--- src/rtl/sys_ctrl.sv ---
// Command sequencer: decodes framed RX bytes into register-file writes/reads and
// ALU operations, then returns read data or ALU results over the TX byte handshake.
module sys_ctrl #(
  parameter int                DATA_W      = 8,
  parameter int                ADDR_W      = 4,
  parameter int                ALU_W       = 16,
  parameter logic [DATA_W-1:0] CMD_WR      = 8'hAA,
  parameter logic [DATA_W-1:0] CMD_RD      = 8'hBB,
  parameter logic [DATA_W-1:0] CMD_ALU_OP  = 8'hCC,
  parameter logic [DATA_W-1:0] CMD_ALU_NOP = 8'hDD
) (
  input  logic              CLK,
  input  logic              RST,
  input  logic [DATA_W-1:0] RX_P_DATA,
  input  logic              RX_D_VLD,
  input  logic [DATA_W-1:0] RF_RD_DATA,
  input  logic              RF_RD_VLD,
  input  logic [ALU_W-1:0]  ALU_OUT,
  input  logic              ALU_OUT_VLD,
  input  logic              TX_BUSY,
  output logic [ADDR_W-1:0] RF_ADDR,
  output logic              RF_WR_EN,
  output logic              RF_RD_EN,
  output logic [DATA_W-1:0] RF_WR_DATA,
  output logic              ALU_EN,
  output logic [3:0]        ALU_FUN,
  output logic              CLK_GATE_EN,
  output logic [DATA_W-1:0] TX_P_DATA,
  output logic              TX_D_VLD
);

  typedef enum logic [3:0] {
    S_IDLE, S_WR_ADDR, S_WR_DATA, S_RD_ADDR, S_RD_WAIT, S_OP_A, S_OP_B,
    S_ALU_FUN, S_ALU_WAIT, S_TX_LSB, S_TX_MSB, S_TX_DONE
  } state_e;

  state_e            state_q, state_d;
  logic [ADDR_W-1:0] rf_addr_q, rf_addr_d;
  logic              rf_wr_en_q, rf_wr_en_d;
  logic              rf_rd_en_q, rf_rd_en_d;
  logic [DATA_W-1:0] rf_wr_data_q, rf_wr_data_d;
  logic              alu_en_q, alu_en_d;
  logic [3:0]        alu_fun_q, alu_fun_d;
  logic              clk_gate_en_q, clk_gate_en_d;
  logic [DATA_W-1:0] tx_p_data_q, tx_p_data_d;
  logic              tx_d_vld_q, tx_d_vld_d;
  logic [ALU_W-1:0]  result_q, result_d;
  logic              two_byte_q, two_byte_d;
  logic              alu_go_q, alu_go_d;     // gate is up, ALU_EN due next cycle
  logic              busy_seen_q, busy_seen_d;

  always_comb begin
    // NOTE: every _d gets a default first so no path through the case infers a latch.
    state_d       = state_q;
    rf_addr_d     = rf_addr_q;
    rf_wr_data_d  = rf_wr_data_q;
    alu_fun_d     = alu_fun_q;
    clk_gate_en_d = clk_gate_en_q;
    tx_p_data_d   = tx_p_data_q;
    result_d      = result_q;
    two_byte_d    = two_byte_q;
    alu_go_d      = alu_go_q;
    busy_seen_d   = busy_seen_q;
    rf_wr_en_d    = 1'b0;
    rf_rd_en_d    = 1'b0;
    alu_en_d      = 1'b0;
    tx_d_vld_d    = 1'b0;

    case (state_q)
      S_IDLE: if (RX_D_VLD) begin
        if      (RX_P_DATA == CMD_WR)      state_d = S_WR_ADDR;
        else if (RX_P_DATA == CMD_RD)      state_d = S_RD_ADDR;
        else if (RX_P_DATA == CMD_ALU_OP)  state_d = S_OP_A;
        else if (RX_P_DATA == CMD_ALU_NOP) state_d = S_ALU_FUN;
      end
      S_WR_ADDR: if (RX_D_VLD) begin
        rf_addr_d = RX_P_DATA[ADDR_W-1:0];
        state_d   = S_WR_DATA;
      end
      S_WR_DATA: if (RX_D_VLD) begin
        rf_wr_en_d   = 1'b1;
        rf_wr_data_d = RX_P_DATA;
        state_d      = S_IDLE;
      end
      S_RD_ADDR: if (RX_D_VLD) begin
        rf_rd_en_d = 1'b1;
        rf_addr_d  = RX_P_DATA[ADDR_W-1:0];
        state_d    = S_RD_WAIT;
      end
      S_RD_WAIT: if (RF_RD_VLD) begin
        result_d   = {{(ALU_W-DATA_W){1'b0}}, RF_RD_DATA};
        two_byte_d = 1'b0;
        state_d    = S_TX_LSB;
      end
      S_OP_A, S_OP_B: if (RX_D_VLD) begin
        rf_wr_en_d   = 1'b1;
        rf_addr_d    = (state_q == S_OP_A) ? ADDR_W'(0) : ADDR_W'(1);
        rf_wr_data_d = RX_P_DATA;
        state_d      = (state_q == S_OP_A) ? S_OP_B : S_ALU_FUN;
      end
      S_ALU_FUN: begin
        if (alu_go_q) begin
          alu_en_d = 1'b1;
          alu_go_d = 1'b0;
          state_d  = S_ALU_WAIT;
        end else if (RX_D_VLD) begin
          alu_fun_d     = RX_P_DATA[3:0];
          clk_gate_en_d = 1'b1;
          alu_go_d      = 1'b1;
        end
      end
      S_ALU_WAIT: if (ALU_OUT_VLD) begin
        result_d      = ALU_OUT;
        clk_gate_en_d = 1'b0;
        two_byte_d    = 1'b1;
        state_d       = S_TX_LSB;
      end
      S_TX_LSB: if (!TX_BUSY) begin
        tx_d_vld_d  = 1'b1;
        tx_p_data_d = result_q[DATA_W-1:0];
        busy_seen_d = 1'b0;
        state_d     = two_byte_q ? S_TX_MSB : S_TX_DONE;
      end
      // Both states hold until the transmitter has visibly taken the previous byte.
      S_TX_MSB, S_TX_DONE: begin
        if (!busy_seen_q) begin
          if (TX_BUSY) busy_seen_d = 1'b1;
        end else if (!TX_BUSY) begin
          busy_seen_d = 1'b0;
          if (state_q == S_TX_MSB) begin
            tx_d_vld_d  = 1'b1;
            tx_p_data_d = result_q[2*DATA_W-1:DATA_W];
            state_d     = S_TX_DONE;
          end else begin
            state_d = S_IDLE;
          end
        end
      end
      default: state_d = S_IDLE;
    endcase
  end

  always_ff @(posedge CLK) begin
    if (RST) begin
      state_q       <= S_IDLE;
      rf_addr_q     <= '0;
      rf_wr_en_q    <= 1'b0;
      rf_rd_en_q    <= 1'b0;
      rf_wr_data_q  <= '0;
      alu_en_q      <= 1'b0;
      alu_fun_q     <= '0;
      clk_gate_en_q <= 1'b0;
      tx_p_data_q   <= '0;
      tx_d_vld_q    <= 1'b0;
      result_q      <= '0;
      two_byte_q    <= 1'b0;
      alu_go_q      <= 1'b0;
      busy_seen_q   <= 1'b0;
    end else begin
      // NOTE: state flops use non-blocking assignments so every flop samples pre-edge values.
      state_q       <= state_d;
      rf_addr_q     <= rf_addr_d;
      rf_wr_en_q    <= rf_wr_en_d;
      rf_rd_en_q    <= rf_rd_en_d;
      rf_wr_data_q  <= rf_wr_data_d;
      alu_en_q      <= alu_en_d;
      alu_fun_q     <= alu_fun_d;
      clk_gate_en_q <= clk_gate_en_d;
      tx_p_data_q   <= tx_p_data_d;
      tx_d_vld_q    <= tx_d_vld_d;
      result_q      <= result_d;
      two_byte_q    <= two_byte_d;
      alu_go_q      <= alu_go_d;
      busy_seen_q   <= busy_seen_d;
    end
  end

  assign RF_ADDR     = rf_addr_q;
  assign RF_WR_EN    = rf_wr_en_q;
  assign RF_RD_EN    = rf_rd_en_q;
  assign RF_WR_DATA  = rf_wr_data_q;
  assign ALU_EN      = alu_en_q;
  assign ALU_FUN     = alu_fun_q;
  assign CLK_GATE_EN = clk_gate_en_q;
  assign TX_P_DATA   = tx_p_data_q;
  assign TX_D_VLD    = tx_d_vld_q;

endmodule

--- config.mk ---
export PLATFORM = sky130hd
export DESIGN_NAME = sys_ctrl
export DESIGN_NICKNAME = d
export VERILOG_FILES = /design/src/rtl/sys_ctrl.sv
export SDC_FILE = /design/constraint.sdc
export NUM_CORES = 1
export LEC_CHECK = 0
export ABC_AREA = 1
export CORE_UTILIZATION = 51
export DETAILED_ROUTE_END_ITERATION = 12
export PLACE_DENSITY = 0.85
export SYNTH_ARGS = -nofsm -noshare
export SYNTH_HDL_FRONTEND = slang
export SYNTH_SLANG_ARGS = --single-unit
--- constraint.sdc ---
create_clock -name CLK -period 3.6 [get_ports CLK]
set_input_delay 0.72 -clock CLK [delete_from_list [all_inputs] [get_ports CLK]]
set_output_delay 0.72 -clock CLK [all_outputs]
set_load 0.05 [all_outputs]
After elaboration in Yosys (flattened, before gate mapping)

Cells that the tools add are included.

Register bits after elaboration: 52
Word-level logic and storage cells: 118

Bitwise logic cells: 4
Reductions and logical operators: 20
Multiplexer cells: 49
Eq/ne operators: 31

Operators with widths:

| operator                                                        | number |
|---|---|
| 4-bit two-way mux                                               | 18 |
| 4-bit case mux with 10 select lines                             | 1 |
| 8-bit == test, second input constant                            | 4 |
| 16-bit two-way mux                                              | 2 |
| 8-bit two-way mux                                               | 4 |
| 16-bit case mux with 2 select lines                             | 1 |
| 2-bit inequality test, second input constant                    | 14 |
| 1-bit two-way mux                                               | 17 |
| 4-bit by 3-bit == test with 1-bit output, second input constant | 4 |
| 4-bit == test, second input constant                            | 4 |
| 8-bit case mux with 2 select lines                              | 1 |
| 12-bit AND reduction                                            | 1 |
| 2-bit OR reduction                                              | 6 |
| 3-bit AND reduction                                             | 3 |
| 4-bit by 2-bit == test with 1-bit output, second input constant | 2 |
| 1-bit case mux with 2 select lines                              | 4 |
| 4-bit case mux with 2 select lines                              | 1 |
| 2-bit nonzero test                                              | 4 |
| 5-bit inequality test, second input constant                    | 1 |
| 5-bit AND reduction                                             | 1 |
| 4-bit by 1-bit == test with 1-bit output, second input constant | 1 |
| 4-bit logical NOT                                               | 1 |
| 1-bit NOT                                                       | 4 |
| 2-bit AND reduction                                             | 2 |
| other kinds (3)                                                 | 3 |

Longest topological paths before layout

Gate-level depths: netlist of run 1.

Depth in word-level cells: 7
Mapped depth: 10

Least setup slack after synthesis of run 1

No wires, ideal clock.

Path type: input to register
From: input ALU_OUT_VLD
To: register two_byte_q
Data arrival time: 1.489 ns
Path buffers: 2
Required time: 3.472 ns
Setup slack: 1.983 ns
Stages on the path: 8
Cells stage by stage: inv_1 > nand3_1 > nand2_1 > or2_1 > buf_6 > buf_6 > a21oi_1 > nor2_1

Cells in the longest elaborated chain, start to end: 2

Ends and longest elaborated chain:

| item                            | RTL line | text |
|---|---|---|
| start: declaration              | 19       | `input logic ALU_OUT_VLD,` |
| 2-bit inequality test (no line) | -        |  |
| 3-bit AND reduction (no line)   | -        |  |
| end signal: assignment          | 172      | `two_byte_q <= two_byte_d;` |
| end: declaration                | 48       | `logic two_byte_q, two_byte_d;` |

Every way passes these cells.
A chain may end at the register's enable or synchronous reset.

Worst setup path after layout of run 1

From: register rf_wr_data_q[6], in the netlist RF_WR_DATA[6]
To: output RF_WR_DATA[6]

RTL lines:

| item                     | RTL line | text |
|---|---|---|
| start: declaration       | 41       | `logic [DATA_W-1:0] rf_wr_data_q, rf_wr_data_d;` |
| start signal: assignment | 165      | `rf_wr_data_q <= rf_wr_data_d;` |
| end: declaration         | 24       | `output logic [DATA_W-1:0] RF_WR_DATA,` |

No word-level cell between the ends.

==> metrics.md, run 1 <==
| Metric | Value |
|---|---|
| Status | `finished clean` |
| Slowest CP cell | `clkdlybuf4s50_1` |
| CTS sink count | `52` |
| RSZ-0062 raised after global routing | `no` |
| Worst hold path cell count | `2` |
| Avg WL per Cell | `13.1 µm` |
| Final WS setup | `1.39 ns` |
| Row count | `24` |
| Hold-fix buffer count after cts | `0` |
| Cells after synthesis | `342` |
| Top cell type's share of synthesized area | `43.8%` |
| Synth top area cells | `dfxtp_1 44%, nand2_1 15%, nor2_1 6.8%, a21oi_1 6.7%, o21ai_0 5.9%` |
| Pre-CTS setup slack | `1.23 ns` |
| Final wirelength | `6010 µm` |
| Final setup violating endpoints | `0` |
| IO Port Bufs | `66` |
| Yosys reg bits | `52` |
| Critical path's largest stage delay | `0.82 ns` |
| Count leader, synth | `nand2_1` |
| Yosys top cell by area | `dfxtp_1` |
| Pin count of the biggest net entering global routing | `28` |
| PwrDens | `733 nW/µm²` |
| Reg2Reg Setup Slack | `1.67 ns` |
| Vias | `2,414` |
| Compound-gate portion of the synthesized area | `17.8%` |
| Post-DR vias/cell | `5.25` |
| Reg2reg start | `state_q[2]` |
| Crit Path Class | `flop to primary output` |
| Reg-to-Reg End | `result_q[0]` |
| Fmax | `453 MHz` |
| DRT Pass-1 Iters | `4` |
| Initial core utilization | `53.9%` |
| Main combinational cell family by area after synthesis | `simple AND/OR/NAND/NOR gates` |
| Total power | `2.30 mW` |
| Nets | `445` |
| Post-Synth Simple-Gate Area | `29.7%` |
| Post-CTS Setup Bufs | `0` |
| Met2 Usage GRT | `43.6%` |
| Mux contribution to synthesized area | `0%` |
| FF-to-FF path depth | `7` |
| Die Ht | `70.3 µm` |
| TritonCTS clock tree | `yes` |
| Global-route wire length before repair | `9830 µm` |
| Final hold vios | `0` |
| PostCTS Resize Cnt | `0` |
| Met1 Use GR | `30.1%` |
| CTS HTree Levels | `2` |
| Total CTS buffers | `5` |
| Final critical path time including I/O delays and setup | `2.21 ns` |
| Vias in the first global route | `2,205` |
| Worst VDD drop | `476 µV` |
| Setup TNS | `0 ns` |
| Total GRT Usage | `24.9%` |
| Seq/Total Area, Yosys | `43.8%` |
| Core Area | `4410 µm²` |
| First DRT Iteration DRCs | `178` |
| Area Overhead vs Synth | `32.1%` |
| Mean area per synthesized cell | `6.95 µm²` |
| Crit Path Max Fanout | `2` |
| Commonest cells post-synth | `93 x nand2_1, 52 x dfxtp_1, 43 x nor2_1` |
| Library cells used by synthesis | `26` |
| Max-cap viol count | `0` |
| Post-synth top flop | `dfxtp_1` |
| Post-Synth Adder-Cell Area | `0%` |
| Crit path buf inv count | `1` |
| Total grt overflow | `0` |
| Syn nets | `380` |
| Synth warn | `0` |
| Layer with the highest usage | `met2` |
| Dpl hpwl | `4310 µm` |
| Critical Path, Cell by Cell | `clkdlybuf4s50_1` |
| Hold Crit Start | `result_q[4]` |
| Worst path required time | `2.88 ns` |
| # IOs | `67` |
| Ant. Diodes | `0` |
| Synth Area in XOR/XNOR | `0%` |
| Clock slew at reported path FFs | `0.09 ns` |
| Global placement routability congestion | `0.924` |
| Layout cells sized above 1 | `6.37%` |
| GR Util met3 | `5.34%` |
| Setup crit start kind | `flop` |
| DRC violations left | `0` |
| Die width | `70.3 µm` |
| Clock tree buffer depth | `2` |
| Fin crit share | `61.3%` |
| CP Capture Type | `primary output` |
| Cell area after synthesis | `2380 µm²` |
| Final ANT Viol Nets | `0` |
| Clk_skew | `0.00828 ns` |
| Post-synth ARST share | `0%` |
| Total die area | `4940 µm²` |
| Slew HR | `46.7%` |
| Number of enable flip-flop cells after synthesis | `0` |
| Worst hold path class | `flop to flop` |
| Clock root buffer | `clkbuf_8` |
| Worst skew pair latency | `0.31 ns` |
| Worst Hold End | `result_q[4]` |
| P_leak | `1.29 nW` |
| CP arrival | `1.49 ns` |
| Final Max Tran Viols | `0` |
| Initial antenna violation count | `0` |
| Largest delay share family, worst path | `buffers and inverters` |
| Slew @ Worst Pin | `0.799 ns` |
==> worst register-to-register path: stages, from the launching register on <==
cell     delay (ns)
dfxtp_1        0.43
inv_1          0.12
nor2_4         0.19
nand3_1        0.09
nand2_1        0.08
or2_1          0.63
o21ai_0        0.17
a21oi_1        0.16
==> cells by family (layout without fill, tap and decap cells) <==
family,Yosys count,in the layout
compound gates,78,78
buf+inv,46,112
flops,52,52
simple gates,166,166
==> layout make-up <==
class / count / area (µm²)
multi-input cells: 244 / 1130
inverters: 36 / 135
clock inverters: 1 / 7.51
fillers: 356 / 1270
clock buffers: 7 / 86.3
well taps: 52 / 65.1
repair buffers: 68 / 676
flip-flops and latches: 52 / 1040
==> metal layers <==
metal	routed length [µm]	part of all wire (%)
met1	2640	44
met2	2950	49
met3	354	5.9
met4	65	1.1
met5	0	0
==> how the worst max path moves through the flow <==
stage	from	to	slack [ns]	depth (start not counted)
floorplan	ALU_OUT_VLD	two_byte_q	1.98	8
global placement	ALU_OUT_VLD	result_q[0]	1.31	7
detailed placement	ALU_OUT_VLD	result_q[0]	1.23	7
CTS	RF_WR_DATA[6]	RF_WR_DATA[6]	1.38	1
global route	ALU_OUT_VLD	result_q[0]	1.32	7
finish	RF_WR_DATA[6]	RF_WR_DATA[6]	1.39	1
==> power breakdown <==
group,leakage (nW),internal (mW),switching [mW]
combinational,0.819,0.376,0.778
sequential,0.423,0.710,0.0934
clock,0.0445,0.157,0.190
==> cells in the final DEF (no fill, tap or decap), drive strengths merged, types with 4 or more instances in the layout <==
master / count
nand3: 16
clkdlybuf4s50: 66
o21ai: 35
a31oi: 9
inv: 35
nand2: 97
nor2: 47
dfxtp: 52
clkbuf: 7
nor3: 4
a21oi: 33
==> through the flow <==
| step | instances | hold WS (ns) | area, µm² | util, % |
|---|---|---|---|---|
| CTS | 460 | 0.456 | 3140 | 71.2 |
| floorplan | 342 | 0.422 | 2380 | - |
| global route | 460 | 0.469 | 3140 | 71.2 |
| global placement | 452 | 0.432 | 3050 | 69.0 |
| finish | 460 | 0.459 | 3140 | 71.2 |
| detailed placement | 452 | 0.437 | 3050 | 69.0 |
==> state kept, by name, summed over array words and instances, names as in the netlist <==
name / count
CLK_GATE_EN: 1
RF_WR_EN: 1
RF_RD_EN: 1
RF_WR_DATA: 8
TX_P_DATA: 8
busy_seen_q: 1
RF_ADDR: 4
TX_D_VLD: 1
ALU_FUN: 4
alu_go_q: 1
two_byte_q: 1
ALU_EN: 1
state_q: 4
result_q: 16
No activity file was read; power rests on OpenSTA's default activity.
==> inputs of run 2 (changes only) <==
- CORE_UTILIZATION: 51 -> 47
- PLACE_DENSITY: 0.85 -> 0.79
- clock period: 3.6 -> 2.25 ns (I/O delays scaled with it)
==> run 2 against run 1 <==
First-iteration DRC count is 19% lower. Global-route usage fell by 1.8 points. Via count is 2.6% lower. Clock-buffer cell count down 2. Hold slack lost 0.013 ns. Clock skew up 0.00051 ns. Wire length fell by 4.5%. Register-to-register slack got worse by 1.3 ns. Critical path type unchanged.
==> metrics.md, run 2 (synthesis results as in run 1) <==
| Metric | Value |
|---|---|
| Status | `finished clean` |
| Worst hold path class | `flop to flop` |
| Commonest non-fill, non-tap cell in the layout | `nand2_1` |
| Clk_skew | `0.00879 ns` |
| Total die area | `5350 µm²` |
| DRT Pass-1 Iters | `4` |
| Reg-to-Reg End | `result_q[4]` |
| Dpl hpwl | `4250 µm` |
| Reg2reg start | `state_q[2]` |
| Worst VDD drop | `697 µV` |
| Critical Path, Cell by Cell | `clkdlybuf4s50_1` |
| Final WS setup | `0.316 ns` |
| Final setup violating endpoints | `0` |
| Clock root buffer | `clkbuf_8` |
| Fin crit share | `85.9%` |
| First DRT Iteration DRCs | `145` |
| Initial antenna violation count | `0` |
| Layout cells sized above 1 | `7.30%` |
| Vias | `2,351` |
| Final hold slack | `0.446 ns` |
| Total GRT Usage | `23.2%` |
| P_leak | `1.31 nW` |
| Final ANT Viol Nets | `0` |
| # IOs | `67` |
| Slew @ Worst Pin | `0.770 ns` |
| Fmax | `517 MHz` |
| Post-CTS Setup Bufs | `0` |
| CTS sink count | `52` |
| Worst hold path cell count | `2` |
| Hold Crit Start | `result_q[2]` |
| CTS HTree Levels | `2` |
| Placement Cell Area | `3100 µm²` |
| IO Port Bufs | `66` |
| Total CTS buffers | `5` |
| Nets | `448` |
| Ant. Diodes | `0` |
| Max reg flops | `16` |
| PostCTS Resize Cnt | `0` |
| Hold-fix buffer count after cts | `0` |
| Critical path's largest stage delay | `0.82 ns` |
| Setup TNS | `0 ns` |
| Worst Hold End | `result_q[2]` |
| Final critical path time including I/O delays and setup | `1.93 ns` |
| CP arrival | `1.48 ns` |
| Slew HR | `48.6%` |
| Die Ht | `73.1 µm` |
| Final Non-Filler Cells | `478` |
| Core Area | `4790 µm²` |
| Final hold vios | `0` |
| Area Overhead vs Synth | `34.2%` |
| Clock tree buffer depth | `2` |
| Crit path buf inv count | `1` |
| Avg WL per Cell | `12.0 µm` |
| Worst path required time | `1.80 ns` |
| Setup crit start kind | `flop` |
| Global placement routability congestion | `0.883` |
| Post-DR vias/cell | `4.92` |
| Worst skew pair latency | `0.32 ns` |
| Total grt overflow | `0` |
| Crit Path Max Fanout | `2` |
| Post-placement cell count | `470` |
| RSZ-0062 raised after global routing | `no` |
| Row count | `25` |
| CP Capture Type | `primary output` |
| Cell area after layout | `3190 µm²` |
| Slowest CP cell | `clkdlybuf4s50_1` |
| Pre-CTS setup slack | `0.148 ns` |
| PwrDens | `1160 nW/µm²` |
| DRC violations left | `0` |
| TritonCTS clock tree | `yes` |
| Crit Path Class | `flop to primary output` |
| FF-to-FF path depth | `7` |
| Initial core utilization | `49.7%` |
| Most frequent cells in the layout | `93 x nand2_1, 66 x clkdlybuf4s50_1, 52 x dfxtp_1` |
| Pin count of the biggest net entering global routing | `32` |
| Final wirelength | `5740 µm` |
| Die width | `73.1 µm` |
| Vias in the first global route | `2,103` |
| Reg2Reg Setup Slack | `0.37 ns` |
| Final Max Tran Viols | `0` |
| Top reg by flops | `result_q` |
| Global-route wire length before repair | `9490 µm` |
| Max-cap viol count | `0` |
| Largest delay share family, worst path | `buffers and inverters` |
| Clock slew at reported path FFs | `0.10 ns` |
==> run 2: stage by stage <==
step,util (%),power (mW)
4_1_cts,66.7,3.72
2_1_floorplan,-,2.73
3_5_place_dp,64.8,3.17
5_1_grt,66.7,3.99
6_report,66.7,3.71
3_3_place_gp,64.8,3.14
==> run 2: area by class of cell <==
class	count	area (µm²)
repair buffers	71	711
fillers	420	1590
clock inverters	3	21.3
inverters	36	135
flip-flops and latches	52	1040
multi-input cells	244	1130
well taps	67	83.8
clock buffers	5	68.8
==> run 2: worst max-delay path by stage <==
stage	from	end	slack, ns	cells past startpoint
final	RF_ADDR[3]	RF_ADDR[3]	0.32	1
after global routing	state_q[2]	result_q[0]	0.17	7
after CTS	RF_ADDR[3]	RF_ADDR[3]	0.30	1
after detailed placement	ALU_OUT_VLD	result_q[4]	0.15	7
after global placement	ALU_OUT_VLD	result_q[0]	0.21	7
after floorplan	state_q[2]	two_byte_q	0.75	8
==> run 2: power by group <==
part / total (mW) / switching (mW) / internal [mW]
clock: 0.547 / 0.326 / 0.221
sequential: 1.28 / 0.148 / 1.14
combinational: 1.88 / 1.25 / 0.629
total: 3.71 / 1.73 / 1.99
==> run 2: routing by layer <==
metal,part of all wire [%],GRT usage [%]
met3,7.0,5.66
met4,1.6,10.5
met2,46,37.0
met1,46,29.5
met5,0,0
